===== src/rtl/pipeline_controller.sv =====
// pipeline_controller: hazard, forwarding, flag and freeze control
// for the 16-bit five-stage core.
module pipeline_controller #(
    parameter int IDX_W = 6,
    parameter int OP_W  = 4
) (
    input  logic             clk,
    input  logic             reset,
    input  logic             id_valid,
    input  logic [OP_W-1:0]  id_op,
    input  logic [IDX_W-1:0] id_src1,
    input  logic [IDX_W-1:0] id_src2,
    input  logic             id_use1,
    input  logic             id_use2,
    input  logic [IDX_W-1:0] id_dest,
    input  logic             ex_cmp_zero,
    input  logic             ex_cmp_less,
    input  logic             ex_cmp_greater,
    input  logic             mem_ready,
    output logic             pc_write,
    output logic             ifid_write,
    output logic             ifid_flush,
    output logic             ex_bubble,
    output logic             take_jump,
    output logic [1:0]       fwd_a,
    output logic [1:0]       fwd_b,
    output logic             zf,
    output logic             gf,
    output logic             lf,
    output logic             wb_we,
    output logic [IDX_W-1:0] wb_dest,
    output logic [1:0]       state
);

    localparam logic [OP_W-1:0] OP_SUB    = OP_W'(1);
    localparam logic [OP_W-1:0] OP_ADD    = OP_W'(2);
    localparam logic [OP_W-1:0] OP_ADDI   = OP_W'(3);
    localparam logic [OP_W-1:0] OP_SHLLI  = OP_W'(4);
    localparam logic [OP_W-1:0] OP_SHRLI  = OP_W'(5);
    localparam logic [OP_W-1:0] OP_JUMP   = OP_W'(6);
    localparam logic [OP_W-1:0] OP_JUMPL  = OP_W'(7);
    localparam logic [OP_W-1:0] OP_JUMPG  = OP_W'(8);
    localparam logic [OP_W-1:0] OP_JUMPE  = OP_W'(9);
    localparam logic [OP_W-1:0] OP_JUMPNE = OP_W'(10);
    localparam logic [OP_W-1:0] OP_CMP    = OP_W'(11);
    localparam logic [OP_W-1:0] OP_LOAD   = OP_W'(12);
    localparam logic [OP_W-1:0] OP_LOADI  = OP_W'(13);
    localparam logic [OP_W-1:0] OP_STORE  = OP_W'(14);
    localparam logic [OP_W-1:0] OP_MOV    = OP_W'(15);

    typedef struct packed {
        logic             valid;
        logic [OP_W-1:0]  op;
        logic [IDX_W-1:0] dest;
        logic [IDX_W-1:0] src1;
        logic [IDX_W-1:0] src2;
        logic             use1;
        logic             use2;
    } rec_t;

    typedef enum logic [1:0] {
        S_RUN   = 2'd0,
        S_STALL = 2'd1,
        S_HOLD  = 2'd2
    } state_t;

    function automatic logic f_writes(input logic [OP_W-1:0] op);
        case (op)
            OP_SUB, OP_ADD, OP_ADDI, OP_SHLLI, OP_SHRLI,
            OP_LOAD, OP_LOADI, OP_MOV: f_writes = 1'b1;
            default:                   f_writes = 1'b0;
        endcase
    endfunction

    // A LOAD in MEM has no result yet, so only WB can supply it.
    function automatic logic [1:0] f_fwd(
        input logic             reads,
        input logic [IDX_W-1:0] src,
        input rec_t             mem_r,
        input rec_t             wb_r
    );
        f_fwd = 2'b00;
        if (reads) begin
            if (mem_r.valid && f_writes(mem_r.op) &&
                mem_r.op != OP_LOAD && mem_r.dest == src)
                f_fwd = 2'b01;
            else if (wb_r.valid && f_writes(wb_r.op) && wb_r.dest == src)
                f_fwd = 2'b10;
        end
    endfunction

    rec_t   r_ex;
    rec_t   r_mem;
    rec_t   r_wb;
    logic   r_zf;
    logic   r_gf;
    logic   r_lf;
    state_t r_state;
    state_t w_state_nxt;

    logic   w_mem_busy;
    logic   w_jump_cond;
    logic   w_jump_hit;
    logic   w_hit1;
    logic   w_hit2;
    logic   w_load_use;
    logic   w_bubble;
    rec_t   w_id_rec;
    logic   w_unused_fields;

    assign w_mem_busy = r_mem.valid && !mem_ready &&
                        (r_mem.op == OP_LOAD || r_mem.op == OP_STORE);

    always_comb begin
        w_jump_cond = 1'b0;
        case (r_ex.op)
            OP_JUMP:   w_jump_cond = 1'b1;
            OP_JUMPL:  w_jump_cond = r_lf;
            OP_JUMPG:  w_jump_cond = r_gf;
            OP_JUMPE:  w_jump_cond = r_zf;
            OP_JUMPNE: w_jump_cond = !r_zf;
            default:   w_jump_cond = 1'b0;
        endcase
    end

    assign w_jump_hit = r_ex.valid && w_jump_cond;

    assign w_hit1 = id_use1 && (id_src1 == r_ex.dest);
    assign w_hit2 = id_use2 && (id_src2 == r_ex.dest);
    assign w_load_use = r_ex.valid && (r_ex.op == OP_LOAD) &&
                        id_valid && (w_hit1 || w_hit2);

    always_comb begin
        pc_write   = 1'b1;
        ifid_write = 1'b1;
        ifid_flush = 1'b0;
        w_bubble   = 1'b0;
        take_jump  = 1'b0;
        if (w_mem_busy) begin
            pc_write   = 1'b0;
            ifid_write = 1'b0;
        end else if (w_jump_hit) begin
            take_jump  = 1'b1;
            ifid_flush = 1'b1;
            w_bubble   = 1'b1;
        end else if (w_load_use) begin
            pc_write   = 1'b0;
            ifid_write = 1'b0;
            w_bubble   = 1'b1;
        end
    end

    assign ex_bubble = w_bubble;

    assign w_id_rec = '{
        valid: id_valid & ~w_bubble,
        op:    id_op,
        dest:  id_dest,
        src1:  id_src1,
        src2:  id_src2,
        use1:  id_use1,
        use2:  id_use2
    };

    always_ff @(posedge clk) begin
        if (reset) begin
            r_ex  <= '0;
            r_mem <= '0;
            r_wb  <= '0;
            r_zf  <= 1'b0;
            r_gf  <= 1'b0;
            r_lf  <= 1'b0;
        end else if (!w_mem_busy) begin
            r_wb  <= r_mem;
            r_mem <= r_ex;
            r_ex  <= w_id_rec;
            if (r_ex.valid && r_ex.op == OP_CMP) begin
                r_zf <= ex_cmp_zero;
                r_lf <= ex_cmp_less;
                r_gf <= ex_cmp_greater;
            end
        end
    end

    always_ff @(posedge clk) begin
        if (reset)
            r_state <= S_RUN;
        else
            r_state <= w_state_nxt;
    end

    always_comb begin
        w_state_nxt = r_state;
        case (r_state)
            S_RUN: begin
                if (w_mem_busy)
                    w_state_nxt = S_HOLD;
                else if (w_load_use && !w_jump_hit)
                    w_state_nxt = S_STALL;
                else
                    w_state_nxt = S_RUN;
            end
            S_STALL:
                w_state_nxt = w_mem_busy ? S_HOLD : S_RUN;
            S_HOLD:
                w_state_nxt = w_mem_busy ? S_HOLD : S_RUN;
            default:
                w_state_nxt = S_RUN;
        endcase
    end

    assign fwd_a = f_fwd(r_ex.valid & r_ex.use1, r_ex.src1, r_mem, r_wb);
    assign fwd_b = f_fwd(r_ex.valid & r_ex.use2, r_ex.src2, r_mem, r_wb);

    assign wb_we   = r_wb.valid && f_writes(r_wb.op) && !w_mem_busy;
    assign wb_dest = r_wb.dest;

    assign zf    = r_zf;
    assign gf    = r_gf;
    assign lf    = r_lf;
    assign state = r_state;

    // Source fields ride along past EX but are only consumed there.
    assign w_unused_fields = ^{r_mem.src1, r_mem.src2, r_mem.use1,
                               r_mem.use2, r_wb.src1, r_wb.src2,
                               r_wb.use1, r_wb.use2};

endmodule

===== config.mk =====
export PLATFORM = sky130hd
export DESIGN_NAME = pipeline_controller
export DESIGN_NICKNAME = d
export VERILOG_FILES = /design/src/rtl/pipeline_controller.sv
export SDC_FILE = /design/constraint.sdc
export NUM_CORES = 1
export LEC_CHECK = 0
export CORE_AREA = 10 10 91 93
export DETAILED_ROUTE_END_ITERATION = 8
export DIE_AREA = 0 0 101 103
export GPL_ROUTABILITY_DRIVEN = 0
export SLEW_MARGIN = 15
export SYNTH_ARGS = -nofsm -noshare
export SYNTH_HDL_FRONTEND = slang
export SYNTH_SLANG_ARGS = --single-unit
export TNS_END_PERCENT = 5

===== constraint.sdc =====
create_clock -name clk -period 2.5 [get_ports clk]
set_input_delay 0.75 -clock clk [delete_from_list [all_inputs] [get_ports clk]]
set_output_delay 0.75 -clock clk [all_outputs]
set_load 0.005 [all_outputs]

==> results of run 1 <==
cells in the final DEF (no fill, tap or decap), drive strengths merged, types with 2 or more instances in the layout:
master / n
clkbuf: 17
nand2: 83
xnor2: 14
dlymetal6s2s: 3
inv: 3
clkdlybuf4s50: 25
nand3: 2
ha: 2
xor2: 24
nor3: 5
o21ai: 3
nor2b: 2
and4: 2
mux2i: 5
dfxtp: 54
dlygate4sd2: 4
buf: 42
nor4: 7
a21oi: 40
nand4: 5
nor3b: 3
nor2: 20
worst max path at each step:
stage	startpoint	endpoint	slack, ns	cells after the start
2_1_floorplan	mem_ready	pc_write	0.05	6
3_3_place_gp	id_src1[3]	ex_bubble	-1.01	7
3_5_place_dp	id_src1[3]	ex_bubble	-1.00	7
4_1_cts	id_src2[3]	ex_bubble	-0.33	8
5_1_grt	id_src1[5]	ex_bubble	-0.27	8
6_report	id_use1	ex_bubble	-0.19	7
repair_timing:
action                                  CTS  global route
endpoints found under the setup margin   11            10
setup buffers                             5             1
resized for setup                        68            33
pin swaps                                15            10
layout make-up:
type                            instances  area share
Multi-Input combinational cell        232       0.410
Timing Repair Buffer                   83       0.205
Sequential cell                        54       0.319
Tap cell                               80      0.0294
Inverter                                3     0.00330
Clock buffer                            8      0.0323
logic make-up after synthesis:
family	after synthesis
buffers and inverters	28
xor gates and xnor gates	38
DFF	54
muxes	5
adders and majority gates	2
and+or+nand+nor	136
AOI/OAI and AO/OA	51
power groups by stage:
stage               combinational [mW]  clock [mW]  sequential [mW]
detailed placement               0.200           0            0.954
global placement                 0.199           0            0.953
global route                     0.230       0.608            0.942
floorplan                        0.101           0            0.946
CTS                              0.204       0.578            0.935
finish                           0.207       0.555            0.936
per-layer routing:
layer | vias up | part of all wire | routed length [µm] | global-route usage
met5 | - | 0 | 0 | 0
met4 | 0 | 0.016 | 110 | 0.0568
met3 | 7 | 0.045 | 298 | 0.0362
met2 | 40 | 0.45 | 3020 | 0.207
met1 | 1014 | 0.49 | 3250 | 0.169
li1 | 1169 | - | - | -
state kept, by name, indices dropped and copies added (netlist names), named ones only:
name	count
gf	1
lf	1
wb_dest	6
r_wb	5
r_ex	25
r_mem	11
zf	1
state	2
critical path: stages:
cell,delay [ns]
sky130_fd_sc_hd__dlygate4sd2_1,0.25
sky130_fd_sc_hd__nand4_1,0.12
sky130_fd_sc_hd__nor4_2,0.20
sky130_fd_sc_hd__o2111ai_2,0.19
sky130_fd_sc_hd__buf_4,0.18
sky130_fd_sc_hd__o21ai_2,0.12
sky130_fd_sc_hd__buf_2,0.13
==> impl_results.rst, run 1 <==
.. list-table::
   :header-rows: 1

   * - Metric
     - Value
   * - Outcome
     - finished, violations left
   * - Violations in the final reports
     - setup timing
   * - Pint
     - roughly 1.3 mW
   * - Flip-flop and latch count after synthesis
     - 54
   * - Part of the total power dissipated in combinational logic
     - 0.122
   * - Unrepaired setup endpoints after global routing
     - yes
   * - Switching fraction of total power
     - 0.238
   * - Share of synthesized area spent on multiplexers
     - 0.0198
   * - Clock sink count
     - between 50 and 60
   * - RR Startpoint
     - r_mem[20]
   * - Clock tree from TritonCTS
     - built
   * - Final antenna diode count
     - 0
   * - Vertical die dimension
     - 103 µm
   * - Worst Hold End
     - r_ex[1]
   * - Number of enable flip-flop cells after synthesis
     - 0
   * - Crit Path Max Fanout
     - 2
   * - Wire length reported by the detailed router
     - 6.68 mm
   * - Post-Synth Simple-Gate Area
     - 0.238
   * - Crit share post-route
     - 1.07
   * - Clock power share
     - 0.327
   * - Share of flip-flops with an asynchronous set or reset after synthesis
     - 0
   * - Clock latency on the worst-skew pair
     - roughly 0.31 ns
   * - Top cells by area in the synthesized netlist
     - sky130_fd_sc_hd__dfxtp_1 43%, sky130_fd_sc_hd__nand2_1 12%, sky130_fd_sc_hd__xor2_1 8.3%
   * - Total global routing overflow
     - 0
   * - XOR/XNOR share of the synthesized area
     - 0.132
   * - Worst Setup Path Type
     - input port to output port
   * - Pin count of the biggest net entering global routing
     - 35
   * - # placed instances
     - ~450
   * - Floorplan row count
     - 30
   * - Number of cells on the worst reg-to-reg path
     - 7
   * - Register clock-pin slew on the reported worst setup and hold paths
     - approximately 0.09 ns
   * - Clock tree root driver cell
     - sky130_fd_sc_hd__clkbuf_8
   * - Top post-synthesis cells by count
     - 83 x sky130_fd_sc_hd__nand2_1, 54 x sky130_fd_sc_hd__dfxtp_1, 40 x sky130_fd_sc_hd__a21oi_1
   * - Overall die area
     - 10,400 µm²
   * - Worst min path class
     - register to register
   * - Dominant combinational cell family by area after synthesis
     - simple AND/OR/NAND/NOR gates
   * - Synthesized-area fraction occupied by adder cells
     - 0.00989
   * - Post-detailed-route via-to-cell ratio
     - ~4.8
   * - Area of the mapped netlist
     - 2530 µm²
   * - Wire length of the first global-routing pass
     - about 11 mm
   * - Final Total Pwr
     - between 1.5 and 2 mW
   * - Mean area per synthesized cell
     - 8.06 µm²
   * - Final non-filler cell area
     - about 3400 µm²
   * - Area occupied by registers
     - approximately 1100 µm²
   * - Least-Margin Pin Slew
     - around 0.45 ns
   * - Sequential fraction of design power
     - 0.552
   * - PwrDens
     - 498 nW/µm²
   * - Post-Syn Nets
     - 347
   * - PnR worst setup slack
     - -0.187 ns
   * - Reg2Reg Setup Slack
     - about 0.46 ns
   * - Starting density of the core
     - 0.385
   * - Kind of launch point of the worst setup path
     - input port
   * - Clock period minus worst slack
     - roughly 2.7 ns
   * - Number of buffers inserted by hold repair at cts
     - 0
   * - Iteration-0 DRC Markers
     - 96
   * - Total core area
     - 6570 µm²
   * - First drt pass iteration count
     - 4
   * - Yosys top cell area share
     - 0.427
   * - Number of distinct library cells after synthesis
     - 38
   * - Data required, critical path
     - 1.75 ns
   * - All-Layer GR Usage
     - 0.133
   * - Final core utilization
     - 0.519
   * - Drt drc
     - 0
   * - CTS buffer count
     - 5
   * - Final setup violation count
     - 3
   * - Share of the yosys chip area belonging to registers
     - 0.427
   * - CP endpoint kind
     - output port
   * - Count of antenna-violating nets left after detailed routing
     - 0
   * - Die Width
     - 101 µm
   * - Placed Instance Area
     - 3200 µm²
   * - Endpoint arrival time on the critical path
     - slightly below 2 ns
   * - Cell type with the largest total area after synthesis
     - sky130_fd_sc_hd__dfxtp_1
   * - Net count of the finished layout
     - slightly above 400
   * - Worst voltage drop across the vdd grid
     - between 0.2 and 0.3 mV
   * - Vias in the first global route
     - ~2,200
   * - Count of placed standard cells in the final layout, fillers left out
     - 460
   * - HP Start
     - r_ex[1]
   * - Worst hold path stage count
     - 2
   * - Count of port buffers added during placement
     - 51
   * - Worst setup slack after placement
     - -1.00 ns
   * - Detailed-route via count
     - 2,230
   * - Number of filler cells placed in the layout
     - between 600 and 700
   * - Buffers from clock root to sink, at most
     - 2
   * - Layout Area Growth over Synthesis
     - 34.7%
   * - Count of synthesis-stage warnings from yosys
     - 0
   * - Final routed wire length divided by cell count
     - roughly 15 µm
   * - Total negative setup slack
     - -0.303 ns
   * - Maxcap violations
     - 0
   * - Multi-input gate area in the final layout
     - about 1400 µm²
   * - Worst slew margin
     - 0.701
   * - H-tree depth
     - 2
   * - Main synth FF type
     - sky130_fd_sc_hd__dfxtp_1
   * - Worst hold slack
     - 0.458 ns
   * - Detailed placer's ending HPWL
     - about 5.0 mm
   * - Number of antenna violations at the first check in global routing
     - 0
   * - Cells after synthesis
     - 314
   * - I/O pin cnt
     - 52
   * - Leakage Power
     - roughly 1.5 nW
   * - Highest clock frequency the design can meet
     - approximately 0.37 GHz
   * - Fin. Hold Viols
     - 0
   * - Final slew viol count
     - 0
   * - Worst Clk Skew
     - about 0.0033 ns
   * - Power spent charging and discharging nets
     - 0.404 mW
   * - Most instantiated library cell after synthesis
     - sky130_fd_sc_hd__nand2_1
   * - Share of the synthesized area in compound gates (AO/OA/AOI/OAI)
     - 0.114
   * - Fraction of final layout cells sized beyond drive strength 1
     - 0.213
Power figures use the tool's default switching activity.
==> inputs of run 2 (changes only) <==
CORE_AREA = 10 10 86 88   (was 10 10 91 93)
DIE_AREA = 0 0 96 98   (was 0 0 101 103)
PLACE_DENSITY = 0.71   (was default)
==> run 2 against run 1 <==
The run still ends with setup timing left; register-to-register slack worse by 0.07 ns; wire length down 6.6%; clock-buffer cell count down 1; critical path type unchanged; via count down 0.63%; fmax up 0.27%; final cell count down 3.7%.
==> impl_results.rst, run 2 (synthesis gave the netlist of run 1 again) <==
.. list-table::
   :header-rows: 1

   * - Metric
     - Value
   * - Clock latency on the worst-skew pair
     - 0.31 ns (about the same)
   * - Max incr delay on CP
     - 0.21 ns (was 0.25 ns)
   * - Final setup violation count
     - 4 (was 3)
   * - Met2 GRT Util
     - 0.209 (was 0.207)
   * - Worst min path class
     - register to register (unchanged)
   * - Post-detailed-route via-to-cell ratio
     - 5.00 (was 4.85)
   * - Clock power share
     - 0.304 (was 0.327)
   * - Max FFs per register
     - 25 (unchanged)
   * - Reg2Reg Setup Slack
     - 0.39 ns (was 0.46 ns)
   * - Register clock-pin slew on the reported worst setup and hold paths
     - 0.09 ns (about the same)
   * - Final slew viol count
     - 0 (unchanged)
   * - Endpoint arrival time on the critical path
     - 1.93 ns (was 1.94 ns)
   * - Detailed placer's ending HPWL
     - 4.62 mm (was 5.02 mm)
   * - Switching fraction of total power
     - 0.244 (was 0.238)
   * - Final non-filler cell area
     - 3280 µm² (was 3410 µm²)
   * - Worst voltage drop across the vdd grid
     - 0.260 mV (was 0.294 mV)
   * - Floorplan row count
     - 28 (was 30)
   * - PnR worst setup slack
     - -0.180 ns (was -0.187 ns)
   * - Number of filler cells placed in the layout
     - 539 (was 654)
   * - Iteration-0 DRC Markers
     - 105 (was 96)
   * - Reg with most FFs
     - r_ex (unchanged)
   * - Clock tree from TritonCTS
     - built (unchanged)
   * - Sequential fraction of design power
     - 0.578 (was 0.552)
   * - Kind of launch point of the worst setup path
     - input port (unchanged)
   * - Overall die area
     - 9410 µm² (was 10,400 µm²)
   * - HP Start
     - r_ex[1] (unchanged)
   * - CP Cell Sequence
     - buf_8 > xnor2_4 > nand4_1 > nor4_2 > o2111ai_2 > buf_4 > o21ai_2 > buf_2 (was dlygate4sd2_1 > nand4_1 > nor4_2 > o2111ai_2 > buf_4 > o21ai_2 > buf_2)
   * - Clock period minus worst slack
     - 2.68 ns (was 2.69 ns)
   * - Fin. Hold Viols
     - 0 (unchanged)
   * - PwrDens
     - 495 nW/µm² (was 498 nW/µm²)
   * - Highest clock frequency the design can meet
     - 0.373 GHz (was 0.372 GHz)
   * - CP endpoint kind
     - output port (unchanged)
   * - Leakage Power
     - 1.47 nW (was 1.52 nW)
   * - Met1 Track Usage GR
     - 0.174 (was 0.169)
   * - Vias in the first global route
     - 2,193 (was 2,214)
   * - Cell type group with the largest total delay on the critical path
     - buffers and inverters (unchanged)
   * - Power spent charging and discharging nets
     - 0.396 mW (was 0.404 mW)
   * - Starting density of the core
     - 0.440 (was 0.385)
   * - All-Layer GR Usage
     - 0.135 (was 0.133)
   * - Count of antenna-violating nets left after detailed routing
     - 0 (unchanged)
   * - Vertical die dimension
     - 98 µm (was 103 µm)
   * - CTS buffer count
     - 5 (unchanged)
   * - Number of cells on the worst reg-to-reg path
     - 6 (was 7)
   * - GRT busiest layer
     - met2 (unchanged)
   * - Fraction of final layout cells sized beyond drive strength 1
     - 0.171 (was 0.213)
   * - RR Startpoint
     - r_mem[20] (unchanged)
   * - Worst setup slack after placement
     - -0.983 ns (was -1.00 ns)
   * - Least-Margin Pin Slew
     - 0.435 ns (was 0.448 ns)
   * - Crit Path Max Fanout
     - 2 (unchanged)
   * - Final antenna diode count
     - 0 (unchanged)
   * - Total global routing overflow
     - 0 (unchanged)
   * - Final routed wire length divided by cell count
     - 14.1 µm (was 14.5 µm)
   * - Most common library cell in the layout ignoring fill and taps
     - sky130_fd_sc_hd__nand2_1 (unchanged)
   * - Drt drc
     - 0 (unchanged)
   * - First drt pass iteration count
     - 5 (was 4)
   * - # placed instances
     - 431 (was 446)
   * - Pint
     - 1.23 mW (was 1.29 mW)
   * - Die Width
     - 96 µm (was 101 µm)
   * - Outcome
     - finished, violations left (unchanged)
   * - Global-route track usage on met3
     - 0.0299 (was 0.0362)
   * - Crit share post-route
     - 1.07 (about the same)
   * - Worst hold slack
     - 0.457 ns (was 0.458 ns)
   * - H-tree depth
     - 2 (unchanged)
   * - Detailed-route via count
     - 2,216 (was 2,230)
   * - Total core area
     - 5750 µm² (was 6570 µm²)
   * - Violations in the final reports
     - setup timing (unchanged)
   * - Worst Setup Path Type
     - input port to output port (unchanged)
   * - Leading cell types in the layout, fill and taps excluded
     - 83 x sky130_fd_sc_hd__nand2_1, 48 x sky130_fd_sc_hd__dfxtp_1, 40 x sky130_fd_sc_hd__a21oi_1, 26 x sky130_fd_sc_hd__clkdlybuf4s50_1, 23 x sky130_fd_sc_hd__xor2_1 (was 83 x sky130_fd_sc_hd__nand2_1, 48 x sky130_fd_sc_hd__dfxtp_1, 40 x sky130_fd_sc_hd__a21oi_1, 32 x sky130_fd_sc_hd__buf_4, 25 x sky130_fd_sc_hd__clkdlybuf4s50_1)
   * - Worst hold path stage count
     - 2 (unchanged)
   * - Worst Clk Skew
     - 0.00373 ns (was 0.00328 ns)
   * - I/O pin cnt
     - 52 (unchanged)
   * - Wire length reported by the detailed router
     - 6.24 mm (was 6.68 mm)
   * - Buffers from clock root to sink, at most
     - 2 (unchanged)
   * - Number of antenna violations at the first check in global routing
     - 0 (unchanged)
   * - Worst Hold End
     - r_ex[1] (unchanged)
   * - Placed Instance Area
     - 3110 µm² (was 3200 µm²)
   * - Crit path buffers/inverters
     - 3 (unchanged)
   * - Maxcap violations
     - 0 (unchanged)
   * - Clock sink count
     - 54 (unchanged)
   * - Count of port buffers added during placement
     - 51 (unchanged)
   * - Wire length of the first global-routing pass
     - 10.3 mm (was 11.0 mm)
   * - Slowest library cell on the worst path
     - sky130_fd_sc_hd__nor4_2 (was sky130_fd_sc_hd__dlygate4sd2_1)
   * - Clock tree root driver cell
     - sky130_fd_sc_hd__clkbuf_8 (unchanged)
   * - Total negative setup slack
     - -0.425 ns (was -0.303 ns)
   * - Layout Area Growth over Synthesis
     - 29.8% (was 34.7%)
   * - Data required, critical path
     - 1.75 ns (about the same)
   * - Worst slew margin
     - 0.710 (was 0.701)
   * - Count of placed standard cells in the final layout, fillers left out
     - 443 (was 460)
   * - Net count of the finished layout
     - 400 (was 412)
   * - Unrepaired setup endpoints after global routing
     - yes (unchanged)
   * - Pin count of the biggest net entering global routing
     - 44 (was 35)
   * - Number of buffers inserted by hold repair at cts
     - 0 (unchanged)
   * - Part of the total power dissipated in combinational logic
     - 0.118 (was 0.122)
==> run 2: worst max path at each step <==
| stage | startpoint | endpoint | slack (ns) | cells after the start |
|---|---|---|---|---|
| 2_1_floorplan | mem_ready | pc_write | 0.05 | 6 |
| 5_1_grt | id_src2[3] | ex_bubble | -0.26 | 8 |
| 3_5_place_dp | id_src2[3] | ex_bubble | -0.98 | 7 |
| 4_1_cts | id_src2[3] | ex_bubble | -0.33 | 8 |
| 6_report | id_src2[3] | ex_bubble | -0.18 | 8 |
| 3_3_place_gp | id_src1[3] | ex_bubble | -0.94 | 7 |
==> run 2: worst reg2reg max path: cells and delay by family (launching register included) <==
family	cells	cell delay [ns]
AND/OR/NAND/NOR	3	0.71
buffers and inverters	1	0.42
flip-flops	1	0.33
multiplexers	1	0.28
AO/OA/AOI/OAI	1	0.26
==> run 2: through the flow <==
step	power, mW	utilization
after floorplan	1.05	-
after global placement	1.14	0.542
after detailed placement	1.14	0.542
after CTS	1.64	0.567
after global routing	1.70	0.571
final	1.62	0.571
==> run 2: layout make-up <==
class,instances,area [µm²],share of cell area
flip-flops and latches,54,1090,0.332
repair buffers,71,609,0.186
inverters,3,11.3,0.00343
multi-input cells,232,1390,0.423
clock inverters,1,5.00,0.00152
well taps,75,93.8,0.0286
clock buffers,7,86.3,0.0263
==> run 2: power by group through the flow <==
stage | clock (mW) | sequential (mW) | combinational [mW]
finish | 0.495 | 0.938 | 0.191
global route | 0.539 | 0.945 | 0.213
CTS | 0.509 | 0.937 | 0.191
detailed placement | 0 | 0.955 | 0.188
global placement | 0 | 0.955 | 0.185
floorplan | 0 | 0.946 | 0.101
==> run 2: per-layer routing <==
metal | share of wire | up-vias
li1 | - | 1143
met1 | 0.47 | 1012
met2 | 0.46 | 51
met3 | 0.046 | 10
met4 | 0.017 | 0
met5 | 0 | -
==> run 2: timing repair <==
action	4_1_cts	5_1_grt
endpoints found under the setup margin	11	10
setup buffers	3	1
resized for setup	64	26
pin swaps	13	9
